[src/rtl/fir_seq_pkg.sv]
// Shared types and sizing for the FIR start/done sequencer.
package fir_seq_pkg;

  localparam int DATA_W_DEF  = 16;
  localparam int TIMEOUT_DEF = 31;
  localparam int HOLDOFF_DEF = 10;

  localparam int TO_CNT_W = $clog2(TIMEOUT_DEF + 1);
  localparam int HO_CNT_W = $clog2(HOLDOFF_DEF + 1);

  typedef enum logic [2:0] {
    ST_HOLDOFF,
    ST_IDLE,
    ST_ISSUE,
    ST_WAIT_DONE,
    ST_CAPTURE,
    ST_HOLD
  } seq_state_e;

endpackage

[src/rtl/seq_sync_fifo.sv]
// Small synchronous FIFO; head is read straight out of the storage registers.
module seq_sync_fifo #(
  parameter int DATA_W = 16,
  parameter int DEPTH  = 4
) (
  input  logic              clock,
  input  logic              reset,
  input  logic              push,
  input  logic [DATA_W-1:0] wr_data,
  input  logic              pop,
  output logic [DATA_W-1:0] head,
  output logic              full,
  output logic              empty
);

  localparam int AW = $clog2(DEPTH);

  logic [DATA_W-1:0] mem [DEPTH];
  logic [AW:0]       wr_ptr;
  logic [AW:0]       rd_ptr;
  logic              do_push;
  logic              do_pop;

  assign do_push = push && !full;
  assign do_pop  = pop && !empty;

  always_ff @(posedge clock or posedge reset) begin
    if (reset) begin
      wr_ptr <= '0;
      rd_ptr <= '0;
    end else begin
      if (do_push) wr_ptr <= wr_ptr + 1'b1;
      if (do_pop)  rd_ptr <= rd_ptr + 1'b1;
    end
  end

  // Storage carries no reset: the pointers alone define what is valid.
  always_ff @(posedge clock) begin
    if (do_push) mem[wr_ptr[AW-1:0]] <= wr_data;
  end

  assign head  = mem[rd_ptr[AW-1:0]];
  assign empty = (wr_ptr == rd_ptr);
  assign full  = (wr_ptr[AW] != rd_ptr[AW]) && (wr_ptr[AW-1:0] == rd_ptr[AW-1:0]);

endmodule

[src/rtl/fir_sample_sequencer.sv]
// Feeds buffered samples to the 8-tap FIR one start at a time and returns
// each result on a valid/ready stream.
module fir_sample_sequencer
  import fir_seq_pkg::*;
#(
  parameter int DATA_W     = DATA_W_DEF,
  parameter int FIFO_DEPTH = 4,
  parameter int TIMEOUT    = TIMEOUT_DEF,
  parameter int HOLDOFF    = HOLDOFF_DEF
) (
  input  logic              clock,
  input  logic              reset,
  input  logic              s_valid,
  output logic              s_ready,
  input  logic [DATA_W-1:0] s_data,
  output logic              f_start,
  output logic [DATA_W-1:0] f_data_in,
  input  logic              f_done,
  input  logic [DATA_W-1:0] f_data_out,
  output logic              m_valid,
  input  logic              m_ready,
  output logic [DATA_W-1:0] m_data,
  output logic              busy,
  output logic              timeout_err
);

  localparam int TO_W = (TIMEOUT > TIMEOUT_DEF) ? $clog2(TIMEOUT + 1) : TO_CNT_W;
  localparam int HO_W = (HOLDOFF > HOLDOFF_DEF) ? $clog2(HOLDOFF + 1) : HO_CNT_W;

  seq_state_e        state;
  seq_state_e        state_nxt;
  logic [TO_W-1:0]   to_cnt;
  logic [HO_W-1:0]   ho_cnt;
  logic [DATA_W-1:0] fifo_head;
  logic              fifo_full;
  logic              fifo_empty;
  logic              push;
  logic              pop;
  logic              ho_done;
  logic              to_expire;

  assign s_ready   = !fifo_full;
  assign push      = s_valid && s_ready;
  assign pop       = (state == ST_IDLE) && !fifo_empty;
  assign ho_done   = (ho_cnt == HO_W'(HOLDOFF - 1));
  assign to_expire = (to_cnt == TO_W'(TIMEOUT - 1));

  seq_sync_fifo #(
    .DATA_W (DATA_W),
    .DEPTH  (FIFO_DEPTH)
  ) u_fifo (
    .clock   (clock),
    .reset   (reset),
    .push    (push),
    .wr_data (s_data),
    .pop     (pop),
    .head    (fifo_head),
    .full    (fifo_full),
    .empty   (fifo_empty)
  );

  always_ff @(posedge clock or posedge reset) begin
    if (reset) state <= ST_HOLDOFF;
    else       state <= state_nxt;
  end

  always_comb begin
    state_nxt = state;
    case (state)
      ST_HOLDOFF:   if (ho_done) state_nxt = ST_IDLE;
      ST_IDLE:      if (!fifo_empty) state_nxt = ST_ISSUE;
      ST_ISSUE:     state_nxt = ST_WAIT_DONE;
      ST_WAIT_DONE: begin
        if (f_done)         state_nxt = ST_CAPTURE;
        else if (to_expire) state_nxt = ST_IDLE;
      end
      ST_CAPTURE:   state_nxt = ST_HOLD;
      ST_HOLD:      if (m_ready) state_nxt = ST_IDLE;
      default:      state_nxt = ST_HOLDOFF;
    endcase
  end

  always_comb begin
    f_start = (state == ST_ISSUE);
    m_valid = (state == ST_HOLD);
    busy    = (state != ST_IDLE) || !fifo_empty;
  end

  // f_data_in is held between starts because the filter shifts on every start;
  // the result is sampled in CAPTURE, one cycle after done.
  always_ff @(posedge clock or posedge reset) begin
    if (reset) begin
      ho_cnt      <= '0;
      to_cnt      <= '0;
      f_data_in   <= '0;
      m_data      <= '0;
      timeout_err <= 1'b0;
    end else begin
      if (state == ST_HOLDOFF && !ho_done) ho_cnt <= ho_cnt + 1'b1;
      if (state == ST_WAIT_DONE) to_cnt <= to_cnt + 1'b1;
      else                       to_cnt <= '0;
      if (pop) f_data_in <= fifo_head;
      if (state == ST_CAPTURE) m_data <= f_data_out;
      if (state == ST_WAIT_DONE && !f_done && to_expire) timeout_err <= 1'b1;
    end
  end

endmodule

[config.mk]
export PLATFORM = sky130hd
export DESIGN_NAME = fir_sample_sequencer
export DESIGN_NICKNAME = d
export VERILOG_FILES = /design/src/rtl/fir_seq_pkg.sv /design/src/rtl/seq_sync_fifo.sv /design/src/rtl/fir_sample_sequencer.sv
export SDC_FILE = /design/constraint.sdc
export NUM_CORES = 1
export LEC_CHECK = 0
export ABC_CLOCK_PERIOD_IN_PS = 1800
export BUFFER_PORTS_ARGS = -buffer_cell sky130_fd_sc_hd__buf_2
export CORE_ASPECT_RATIO = 0.6
export CORE_UTILIZATION = 50
export DETAILED_ROUTE_END_ITERATION = 8
export GPL_TIMING_DRIVEN = 0
export HOLD_SLACK_MARGIN = 0.15
export PLACE_DENSITY = 0.74
export SYNTH_ARGS = -nofsm -noshare
export SYNTH_HDL_FRONTEND = slang
export SYNTH_SLANG_ARGS = --single-unit
[constraint.sdc]
create_clock -name clock -period 1.8 [get_ports clock]
set_input_delay 0.18 -clock clock [delete_from_list [all_inputs] [get_ports clock]]
set_output_delay 0.18 -clock clock [all_outputs]
set_load 0.01 [all_outputs]
==> qor.txt, run 1 <==
Status = complete, no violations
CP max FO = 10
Async set-reset flop share out of synthesis = 0.443
Initial antenna violation count = 0
Crit Reg-Reg Startpoint = u_fifo.rd_ptr[0]
Cells along the critical path = buf_12, xor2_4, o31a_1, buf_6, buf_12, mux2_4
Mean Syn Cell Area = 18.7 sq um
CTS Buf Count = 17
Crit path buffers/inverters = 3
Worst-Skew Late Latency = 410 ps
1st-pass router iterations = 4
Final Cycle Share = 0.980
Yosys reg bits = 115
Most used cell, CP = buf_12
GR Overflow Total = 0
Slew at the pin with the worst max-slew slack = 525 ps
Root Driver = clkbuf_16
Routed Antenna Nets = 0
Crit. End Element = register
Post-Syn Nets = 292
Area growth syn-to-layout = 36.1%
Initial DRC Count = 142
Slew headroom = 0.649
Core box area = 8720 sq um
Rows = 26
Worst hold margin = 364 ps
CP peak stage delay = 410 ps
TNS Setup = 0 ps
Warnings from Yosys = 0
CP startpoint kind = register
Largest net degree at the start of global routing = 32
Die ar. = 9590 sq um
Crit path max-delay family = buffers and inverters
Clk buf depth = 2
Setup violators final = 0
Die X = 126 um
Crit path required time = 2080 ps
RR Endpoint = u_fifo.rd_ptr[1]
Average routed wire per standard cell = 17.2 um
Max Transition Viols Final = 0
GPL Wtd Cong = 0.747
Clock Sinks = 115
Post-detail-place hpwl = 4970 um
Power per cell area = 1860 nW/um^2
Mapped Area = 4600 sq um
CTS tree = done
Vias = 2,640
Crit path DAT = 2050 ps
Diodes inserted = 0
Min cycle time layout = 1760 ps
Max-cap violations = 0
Die H = 76.3 um
Worst Skew = 8.92 ps
IO buf count = 73
Critical-path top delay cell = dfrtp_1
Final Cell Area = 6250 sq um
Fmax = 567 MHz
Final wirelength = 8800 um
Worst Reg-to-Reg Cells = 6
Final core utilization = 0.717
Leak = 2.59 nW
Initial Utilization = 0.527
Mapped Cells = 246
Total power = 11.7 mW
Worst R2R Setup Slack = 40 ps
Global-route wire length before repair = 14,000 um
Synth cell types = 35
DRC viols = 0
VDD IR max = 0.000881 V
Top FF cell, synth = edfxtp_1
Overall Global Routing Usage = 0.200
Worst-path clk slew = 50 ps
# H-tree levels = 4
Placed Area = 5120 sq um
EDFF count, synth = 64
Fin. Hold Viols = 0
Setup CP Type = register to register
Drt via density = 5.16
Layout cell share with drive strength beyond 1 = 0.445
Vias in the first global route = 2,657
# IOs = 74
Sequential fraction of the synthesis area = 0.696
Hold WC Path Type = primary input to asynchronous set/reset pin
Nets = 433
==> cell families (layout without fill, tap and decap cells) <==
logic type,count (synthesis),count (layout),share of synthesized area
and+or+nand+nor,27,30,0.0302
xor gates and xnor gates,14,14,0.0308
DFF,115,115,0.696
buffers and inverters,17,168,0.0229
muxes,51,51,0.174
adders and majority gates,9,9,0.0245
AOI/OAI and AO/OA,13,13,0.0221
==> tightest hold or removal path, delay by kind of cell <==
family	cells	cell delay (ps)
buf+inv	3	1040
==> placed cells by master (no fill, tap or decap), types with 2 or more instances in the layout <==
| cell | n |
|---|---|
| dlygate4sd3_1 | 35 |
| buf_2 | 76 |
| nand4_1 | 2 |
| buf_6 | 3 |
| clkinv_2 | 3 |
| clkbuf_1 | 2 |
| ha_1 | 9 |
| nor3_1 | 2 |
| mux4_1 | 4 |
| bufinv_16 | 4 |
| xor2_4 | 2 |
| nor2b_1 | 2 |
| nor2_1 | 5 |
| o311ai_0 | 2 |
| edfxtp_1 | 64 |
| o31a_1 | 2 |
| xnor2_1 | 7 |
| nand2_1 | 5 |
| inv_1 | 7 |
| mux2_4 | 8 |
| and2_4 | 6 |
| mux4_2 | 12 |
| clkinv_1 | 4 |
| buf_4 | 10 |
| xor2_1 | 4 |
| buf_12 | 4 |
| dfrtp_1 | 51 |
| and2_1 | 2 |
| o21ai_0 | 2 |
| nand3_1 | 3 |
| clkbuf_16 | 17 |
| mux2_2 | 26 |
==> layout make-up <==
cell class | count | area [sq um]
well taps | 112 | 140
clock inverters | 13 | 166
inverters | 8 | 30.0
multi-input cells | 117 | 1370
plain buffers | 8 | 88.8
fillers | 549 | 2460
flip-flops and latches | 115 | 3200
clock buffers | 19 | 433
repair buffers | 120 | 831
==> stage by stage <==
step	setup WS [ps]	instances
3_3_place_gp	-367	431
4_1_cts	12.3	504
3_5_place_dp	-374	432
5_1_grt	-48.1	512
6_report	35.3	512
2_1_floorplan	49.5	246
==> Yosys cell counts, types with 2 or more instances <==
library cell | count | area, sq um
and2_1 | 5 | 31.3
buf_2 | 5 | 25.0
buf_6 | 2 | 22.5
dfrtp_1 | 51 | 1280
edfxtp_1 | 64 | 1920
ha_1 | 9 | 113
inv_1 | 8 | 30.0
mux2_2 | 26 | 293
mux2_4 | 8 | 120
mux4_1 | 4 | 105
mux4_2 | 12 | 270
nand2_1 | 5 | 18.8
nand3_1 | 3 | 15.0
nand4_1 | 2 | 12.5
nor2_1 | 6 | 22.5
nor2b_1 | 2 | 12.5
nor3_1 | 2 | 10.0
o21ai_0 | 2 | 10.0
o311ai_0 | 2 | 17.5
o31a_1 | 2 | 17.5
xnor2_1 | 7 | 61.3
xor2_1 | 6 | 52.6
==> state kept, by name, indices dropped and copies added, names as in the netlist <==
register,count
u_fifo.wr_ptr,3
state,3
f_data_in,16
u_fifo.mem,64
timeout_err,1
to_cnt,5
m_data,16
u_fifo.rd_ptr,3
ho_cnt,4
==> report_power, final <==
part	internal [mW]	leakage (nW)	total [mW]	switching (mW)
Sequential	3.71	1.20	4.19	0.474
Clock	2.29	0.291	3.41	1.12
Combinational	2.19	1.10	4.06	1.86
==> routing by layer <==
metal | wire length [um] | track usage
met2 | 4050 | 0.296
met3 | 460 | 0.0653
met5 | 0 | 0
met1 | 4190 | 0.280
met4 | 99 | 0.0687
==> repair_timing <==
item,CTS,global route
gates resized for setup,10,8
gates cloned,2,1
hold endpoints to repair,102,0
hold buffers,35,0
setup endpoints to repair,77,47
pin swaps,3,3
buffers inserted,3,8
==> worst max-delay path by stage <==
stage                     startpoint          endpoint  slack [ps]  cells past startpoint
finish              u_fifo.rd_ptr[0]  u_fifo.rd_ptr[1]          40                      6
global route        u_fifo.rd_ptr[2]  u_fifo.mem[3][5]         -50                      2
CTS                 u_fifo.rd_ptr[0]      f_data_in[3]          10                      4
detailed placement  u_fifo.rd_ptr[0]  u_fifo.mem[3][3]        -370                      3
global placement               reset     f_data_in[11]        -370                      2
floorplan           u_fifo.rd_ptr[0]  u_fifo.mem[3][0]          50                      3
Note: power is estimated with default switching activity, not from simulation.
==> inputs of run 2 (changes only) <==
--- a/config.mk
+++ b/config.mk
@@ -8,11 +8,12 @@
 export ABC_CLOCK_PERIOD_IN_PS = 1800
 export BUFFER_PORTS_ARGS = -buffer_cell sky130_fd_sc_hd__buf_2
 export CORE_ASPECT_RATIO = 0.6
-export CORE_UTILIZATION = 50
+export CORE_UTILIZATION = 51
 export DETAILED_ROUTE_END_ITERATION = 8
 export GPL_TIMING_DRIVEN = 0
 export HOLD_SLACK_MARGIN = 0.15
-export PLACE_DENSITY = 0.74
+export PLACE_DENSITY = 0.75
 export SYNTH_ARGS = -nofsm -noshare
 export SYNTH_HDL_FRONTEND = slang
+export SYNTH_HIERARCHICAL = 1
 export SYNTH_SLANG_ARGS = --single-unit
==> qor.txt, run 2 <==
Crit path buffers/inverters = 3 (unchanged)
Layout cell share with drive strength beyond 1 = 0.515 (+0.0697)
Clock Sinks = 115 (unchanged)
Max Transition Viols Final = 0 (unchanged)
Clk buf depth = 2 (unchanged)
Initial Utilization = 0.540 (+0.0131)
Largest net degree at the start of global routing = 37 (+16%)
Post-synthesis adder-cell area fraction = 0.0239 (-0.000592)
Commonest cells post-synth = 64 x edfxtp_1, 51 x dfrtp_1, 24 x mux2_2, 16 x mux4_2, 10 x inv_1
Leak = 2.81 nW (+8.4%)
Synth cell types = 47 (+34%)
Global-route wire length before repair = 16,200 um (+16%)
Root Driver = clkbuf_16
Slew at the pin with the worst max-slew slack = 594 ps (+69.1 ps)
Commonest cells after routing, fill and taps aside = 74 x buf_2, 64 x edfxtp_1, 46 x dfrtp_1
Slew headroom = 0.601 (-0.0484)
Mean Syn Cell Area = 17.7 sq um (-5.2%)
Most common cell after layout, fill and taps aside = buf_2
Yosys reg bits = 115 (unchanged)
Setup violators final = 38 (+38)
Crit path required time = 2110 ps (+30 ps)
Min cycle time layout = 1930 ps (+164 ps)
RSZ-0062 raised after global routing = yes
Final Cycle Share = 1.07 (+0.0912)
Mapped Area = 4710 sq um (+2.5%)
Die ar. = 9640 sq um (+0.46%)
Warnings from Yosys = 6 (+6)
IO buf count = 73 (unchanged)
CP max FO = 4 (-6)
CP peak stage delay = 460 ps (+50 ps)
Pre-CTS setup slack = -456 ps (-81.9 ps)
Fin. Hold Viols = 0 (unchanged)
Core box area = 8720 sq um (unchanged)
Hold WC Path Type = primary input to register
Average routed wire per standard cell = 20.6 um (+20%)
Nets = 474 (+9.5%)
VDD IR max = 0.00123 V (+39%)
Count leader, synth = edfxtp_1
Worst hold margin = 190 ps (-174 ps)
Largest register FFs = 64 (unchanged)
EDFF count, synth = 64 (unchanged)
Worst Skew = 7.51 ps (-1.40 ps)
Vias in the first global route = 3,081 (+16%)
CTS Buf Count = 17 (unchanged)
Largest family of logic cells by synthesized area = multiplexers
Drt via density = 5.41 (+5.0%)
Fill cell count = 480 (-13%)
Post-Syn Nets = 312 (+6.8%)
DRC viols = 0 (unchanged)
Async set-reset flop share out of synthesis = 0.443 (unchanged)
Initial antenna violation count = 0 (unchanged)
Initial DRC Count = 223 (+57%)
Top FF cell, synth = edfxtp_1
Synth area leader = edfxtp_1
GPL Wtd Cong = 0.802 (+7.4%)
Mapped Cells = 266 (+8.1%)
Worst-Skew Late Latency = 410 ps (about the same)
Post-synthesis compound-gate area fraction = 0.0393 (+0.0173)
Overall Global Routing Usage = 0.232 (+0.0318)
Die H = 76.4 um (+0.23%)
Cells along the critical path = xor2_4, nand3_2, inv_2, nor2b_4, buf_6, buf_4, or2b_4, o31ai_4, a211oi_2
Top-area cell type share of the netlist area = 0.408 (-0.0101)
Xor/xnor share of the synthesized area = 0.0308 (+0.0000532)
CP startpoint kind = register
Sequential fraction of the synthesis area = 0.679 (-0.0168)
Crit path DAT = 2240 ps (+190 ps)
Area growth syn-to-layout = 44.2%
Simple logic cell fraction of the synthesized area = 0.0484 (+0.0181)
# H-tree levels = 4 (unchanged)
Top cells by area, synth = edfxtp_1 41%, dfrtp_1 27%, mux4_2 7.7%
Crit. End Element = register
Max-cap violations = 0 (unchanged)
Final wirelength = 11,400 um (+30%)
Setup CP Type = register to register
# IOs = 74 (unchanged)
Diodes inserted = 0 (unchanged)
Failing checks = setup timing
CTS tree = done
1st-pass router iterations = 4 (unchanged)
Power per cell area = 1960 nW/um^2 (+5.0%)
Post-synthesis mux area share = 0.155 (-0.0185)
Setup ws final = -129 ps (-164 ps)
Rows = 26 (unchanged)
Worst-path clk slew = 50 ps (about the same)
Critical-path top delay cell = dfrtp_2
Post-detail-place hpwl = 5770 um (+16%)
Status = complete, but fails checks
Crit path max-delay family = flip-flops
Routed Antenna Nets = 0 (unchanged)
Fmax = 518 MHz (-8.5%)
GR Overflow Total = 0 (unchanged)
Vias = 2,994 (+13%)
Die X = 126 um (+0.23%)
[run 2: per-stage QoR]
| step | total power [mW] | cell area [sq um] | utilization | instances | TNS [ps] |
|---|---|---|---|---|---|
| 2_1_floorplan | 6.92 | 4780 | - | 266 | -554 |
| 3_3_place_gp | 7.87 | 5290 | 0.606 | 451 | -26330 |
| 3_5_place_dp | 8.04 | 5310 | 0.609 | 452 | -22350 |
| 4_1_cts | 12.1 | 6500 | 0.746 | 537 | -154 |
| 5_1_grt | 13.9 | 6790 | 0.779 | 553 | -6560 |
| 6_report | 13.3 | 6790 | 0.779 | 553 | -2320 |
[run 2: worst register-to-register path, stage by stage, from the launching register on]
cell      delay (ps)
dfrtp_2          460
xor2_4           290
nand3_2          150
inv_2            100
nor2b_4           60
buf_6            130
buf_4            140
or2b_4           220
o31ai_4           70
a211oi_2         230
[run 2: logic make-up (layout without fill, tap and decap cells)]
kind of cell	after synthesis	in the layout
XOR/XNOR	14	14
buffers and inverters	18	190
adder cells (fa/ha/maj)	9	9
AO/OA/AOI/OAI	24	24
AND/OR/NAND/NOR	37	40
flip-flops	115	115
multiplexers	49	49
[run 2: repair_timing]
action | in CTS | in global routing
hold endpoints to repair | 132 | 0
gates resized for setup | 13 | 38
cloned | 1 | 4
pin swaps | 6 | 8
hold buffers | 34 | 0
setup endpoints to repair | 87 | 85
buffers inserted | 18 | 12
[run 2: layout make-up]
type | instances | area [sq um] | area share
Multi-Input combinational cell | 136 | 1660 | 0.244
Buffer | 8 | 83.8 | 0.0123
Clock buffer | 20 | 437 | 0.0643
Clock inverter | 12 | 163 | 0.0239
Inverter | 10 | 37.5 | 0.00553
Timing Repair Buffer | 140 | 1070 | 0.157
Sequential cell | 115 | 3200 | 0.472
Tap cell | 112 | 140 | 0.0206
[run 2: metal layers]
metal / vias to the layer above / part of all wire / GRT usage
li1: 1354 / - / -
met1: 1538 / 0.45 / 0.308
met2: 92 / 0.48 / 0.371
met3: 10 / 0.056 / 0.0562
met4: 0 / 0.012 / 0.0928
met5: - / 0 / 0
[run 2: worst paths after layout]
kind | start | end | slack [ps] | cells past startpoint
min | m_ready | state[2] | 190 | 3
max in group asynchronous | reset | f_data_in[12] | 1010 | 4
min in group asynchronous | reset | u_fifo/wr_ptr[0] | 290 | 3
max reg2reg | u_fifo/wr_ptr[2] | u_fifo/wr_ptr[1] | -130 | 9
min reg2reg | timeout_err | timeout_err | 470 | 1
max | u_fifo/wr_ptr[2] | u_fifo/wr_ptr[1] | -130 | 9
[run 2: where the power goes]
part	internal, mW	leakage, nW	switching (mW)	total, mW
logic	2.98	1.32	2.67	5.65
registers	3.72	1.20	0.509	4.23
clock network	2.29	0.289	1.12	3.41
==> inputs of run 3 (changes only) <==
--- a/config.mk
+++ b/config.mk
@@ -17,3 +17,4 @@
 export SYNTH_HDL_FRONTEND = slang
 export SYNTH_HIERARCHICAL = 1
 export SYNTH_SLANG_ARGS = --single-unit
+export TNS_END_PERCENT = 10
==> qor.txt, run 3 (synthesis results as in run 2) <==
Status = complete, but fails checks
Failing checks = setup timing
TNS Setup = -1940 ps (+381 ps)
Final Cycle Share = 1.05 (-0.0245)
Commonest cells after routing, fill and taps aside = 74 x buf_2, 64 x edfxtp_1, 46 x dfrtp_1
Die ar. = 9640 sq um (unchanged)
Crit path DAT = 2010 ps (-230 ps)
Diodes inserted = 0 (unchanged)
Largest register FFs = 64 (unchanged)
Setup ws final = -84.8 ps (+44.0 ps)
CP startpoint kind = register
Initial DRC Count = 171 (-23%)
Setup CP Type = register to register
Cells along the critical path = buf_12, xnor2_4, nand3_2, inv_2, nor2b_4, nand2_2, a31oi_4, buf_4, buf_16
Leak = 2.72 nW (-3.3%)
Area growth syn-to-layout = 41.1%
Fill cell count = 512 (+6.7%)
Initial antenna violation count = 0 (unchanged)
1st-pass router iterations = 5 (+1)
Crit path required time = 1920 ps (-190 ps)
Die X = 126 um (unchanged)
Core box area = 8720 sq um (unchanged)
Initial Utilization = 0.540 (unchanged)
Clk buf depth = 2 (unchanged)
Vias in the first global route = 3,065 (-0.52%)
Worst Reg-to-Reg Cells = 9 (unchanged)
IO buf count = 73 (unchanged)
Fin. Hold Viols = 0 (unchanged)
Comb power frac = 0.397 (-0.028)
Power per cell area = 1900 nW/um^2 (-2.9%)
Vias = 2,985 (-0.30%)
Max-cap violations = 0 (unchanged)
Seq pwr share = 0.333 (+0.015)
Final wirelength = 10,700 um (-6.6%)
Fmax = 531 MHz (+2.3%)
Root Driver = clkbuf_16
RR Endpoint = u_fifo/mem[3][5]
Slew headroom = 0.683 (+0.0818)
Crit Reg-Reg Startpoint = u_fifo/rd_ptr[0]
NetSw = 4.06 mW (-5.7%)
Drt via density = 5.44 (+0.43%)
# H-tree levels = 4 (unchanged)
Worst R2R Setup Slack = -80 ps (+40 ps)
Average routed wire per standard cell = 19.4 um (-5.9%)
RSZ-0062 raised after global routing = yes
Post-detail-place hpwl = 5770 um (unchanged)
CP peak stage delay = 420 ps (-40 ps)
Max Transition Viols Final = 0 (unchanged)
Routed Antenna Nets = 0 (unchanged)
Largest net degree at the start of global routing = 37 (unchanged)
Rows = 26 (unchanged)
Worst-path clk slew = 50 ps (about the same)
Clock Sinks = 115 (unchanged)
Clock Power Share = 0.270 (+0.013)
DRC viols = 0 (unchanged)
Global-route wire length before repair = 16,000 um (-1.3%)
Nets = 470 (-0.84%)
Worst-Skew Late Latency = 410 ps (about the same)
CTS tree = done
# IOs = 74 (unchanged)
CTS Buf Count = 17 (unchanged)
Crit path buffers/inverters = 4 (+1)
GPL Wtd Cong = 0.802 (unchanged)
Hold WC Path Type = primary input to register
Crit. End Element = register
Setup violators final = 37 (-2.6%)
Slew at the pin with the worst max-slew slack = 471 ps (-123 ps)
Crit path max-delay family = buffers and inverters
Hold Crit Start = m_ready
GR Overflow Total = 0 (unchanged)
Critical-path top delay cell = dfrtp_1
Worst Skew = 5.43 ps (-2.08 ps)
Most common cell after layout, fill and taps aside = buf_2
Min cycle time layout = 1880 ps (-44.0 ps)
CP max FO = 4 (unchanged)
Seq. cell area = 3200 sq um (unchanged)
Die H = 76.4 um (unchanged)
Int Power = 8.56 mW (-4.7%)
Multi-input gate area = 1560 sq um (-6.0%)
Layout cell share with drive strength beyond 1 = 0.487 (-0.0273)
Final Cell Area = 6640 sq um (-2.2%)
Switching Fraction = 0.321 (-0.00223)
Overall Global Routing Usage = 0.228 (-0.00333)
Sink of the worst hold path = state[2]
Placed Area = 5310 sq um (unchanged)
VDD IR max = 0.00118 V (-4.1%)
Worst Hold Depth = 3 (unchanged)
[run 3: area by class of cell]
| class | instances | share of cell area |
|---|---|---|
| multi-input combinational | 135 | 0.235 |
| inverter | 10 | 0.00565 |
| tap | 112 | 0.0211 |
| clock buffer | 20 | 0.0657 |
| buffer | 8 | 0.0139 |
| clock inverter | 12 | 0.0245 |
| timing repair buffer | 137 | 0.152 |
| sequential | 115 | 0.482 |
[run 3: per-stage QoR]
stage | worst slack [ps] | utilization | cells | power, mW | hold WS (ps)
6_report | -84.8 | 0.762 | 549 | 12.6 | 172
5_1_grt | -160 | 0.762 | 549 | 13.2 | 192
4_1_cts | -47.2 | 0.743 | 534 | 12.0 | 162
3_5_place_dp | -456 | 0.609 | 452 | 8.04 | 143
3_3_place_gp | -409 | 0.606 | 451 | 7.87 | 134
2_1_floorplan | -26.2 | - | 266 | 6.92 | -29.2
[run 3: worst max path at each step]
| stage | start | endpoint | depth (start not counted) | slack [ps] |
|---|---|---|---|---|
| floorplan | u_fifo/rd_ptr[0] | u_fifo/mem[3][0] | 7 | -30 |
| global placement | u_fifo/wr_ptr[1] | f_data_in[2] | 5 | -410 |
| detailed placement | u_fifo/wr_ptr[1] | f_data_in[4] | 5 | -460 |
| CTS | u_fifo/rd_ptr[0] | u_fifo/mem[3][9] | 9 | -50 |
| global route | u_fifo/rd_ptr[0] | u_fifo/mem[3][0] | 9 | -160 |
| finish | u_fifo/rd_ptr[0] | u_fifo/mem[3][5] | 9 | -80 |
[run 3: worst register-to-register path: stages (launching register included)]
cell     delay, ps
dfrtp_1        420
buf_12         170
xnor2_4        130
nand3_2        110
inv_2           60
nor2b_4        150
nand2_2         90
a31oi_4        180
buf_4          180
buf_16         120
[run 3: layer usage]
metal  vias to the layer above  track usage  share of wire
met2                        91        0.365           0.49
li1                       1346            -              -
met5                         -            0              0
met4                         0       0.0892          0.013
met3                        13       0.0534          0.048
met1                      1535        0.306           0.45
[run 3: repair_timing]
| item | CTS | global route |
|---|---|---|
| gates cloned | 1 | 3 |
| gates resized for setup | 12 | 14 |
| endpoints found under the hold margin | 132 | 0 |
| setup endpoints to repair | 87 | 87 |
| hold buffers | 34 | 0 |
| pin swaps | 7 | 10 |
| buffers inserted | 15 | 12 |
[run 3: power by group through the flow]
stage          registers [mW]  clock network (mW)  logic [mW]
3_5_place_dp             4.23                   0        3.81
3_3_place_gp             4.17                   0        3.70
4_1_cts                  4.22                3.44        4.34
6_report                 4.21                3.41        5.00
2_1_floorplan            4.32                   0        2.60
5_1_grt                  4.30                3.57        5.33
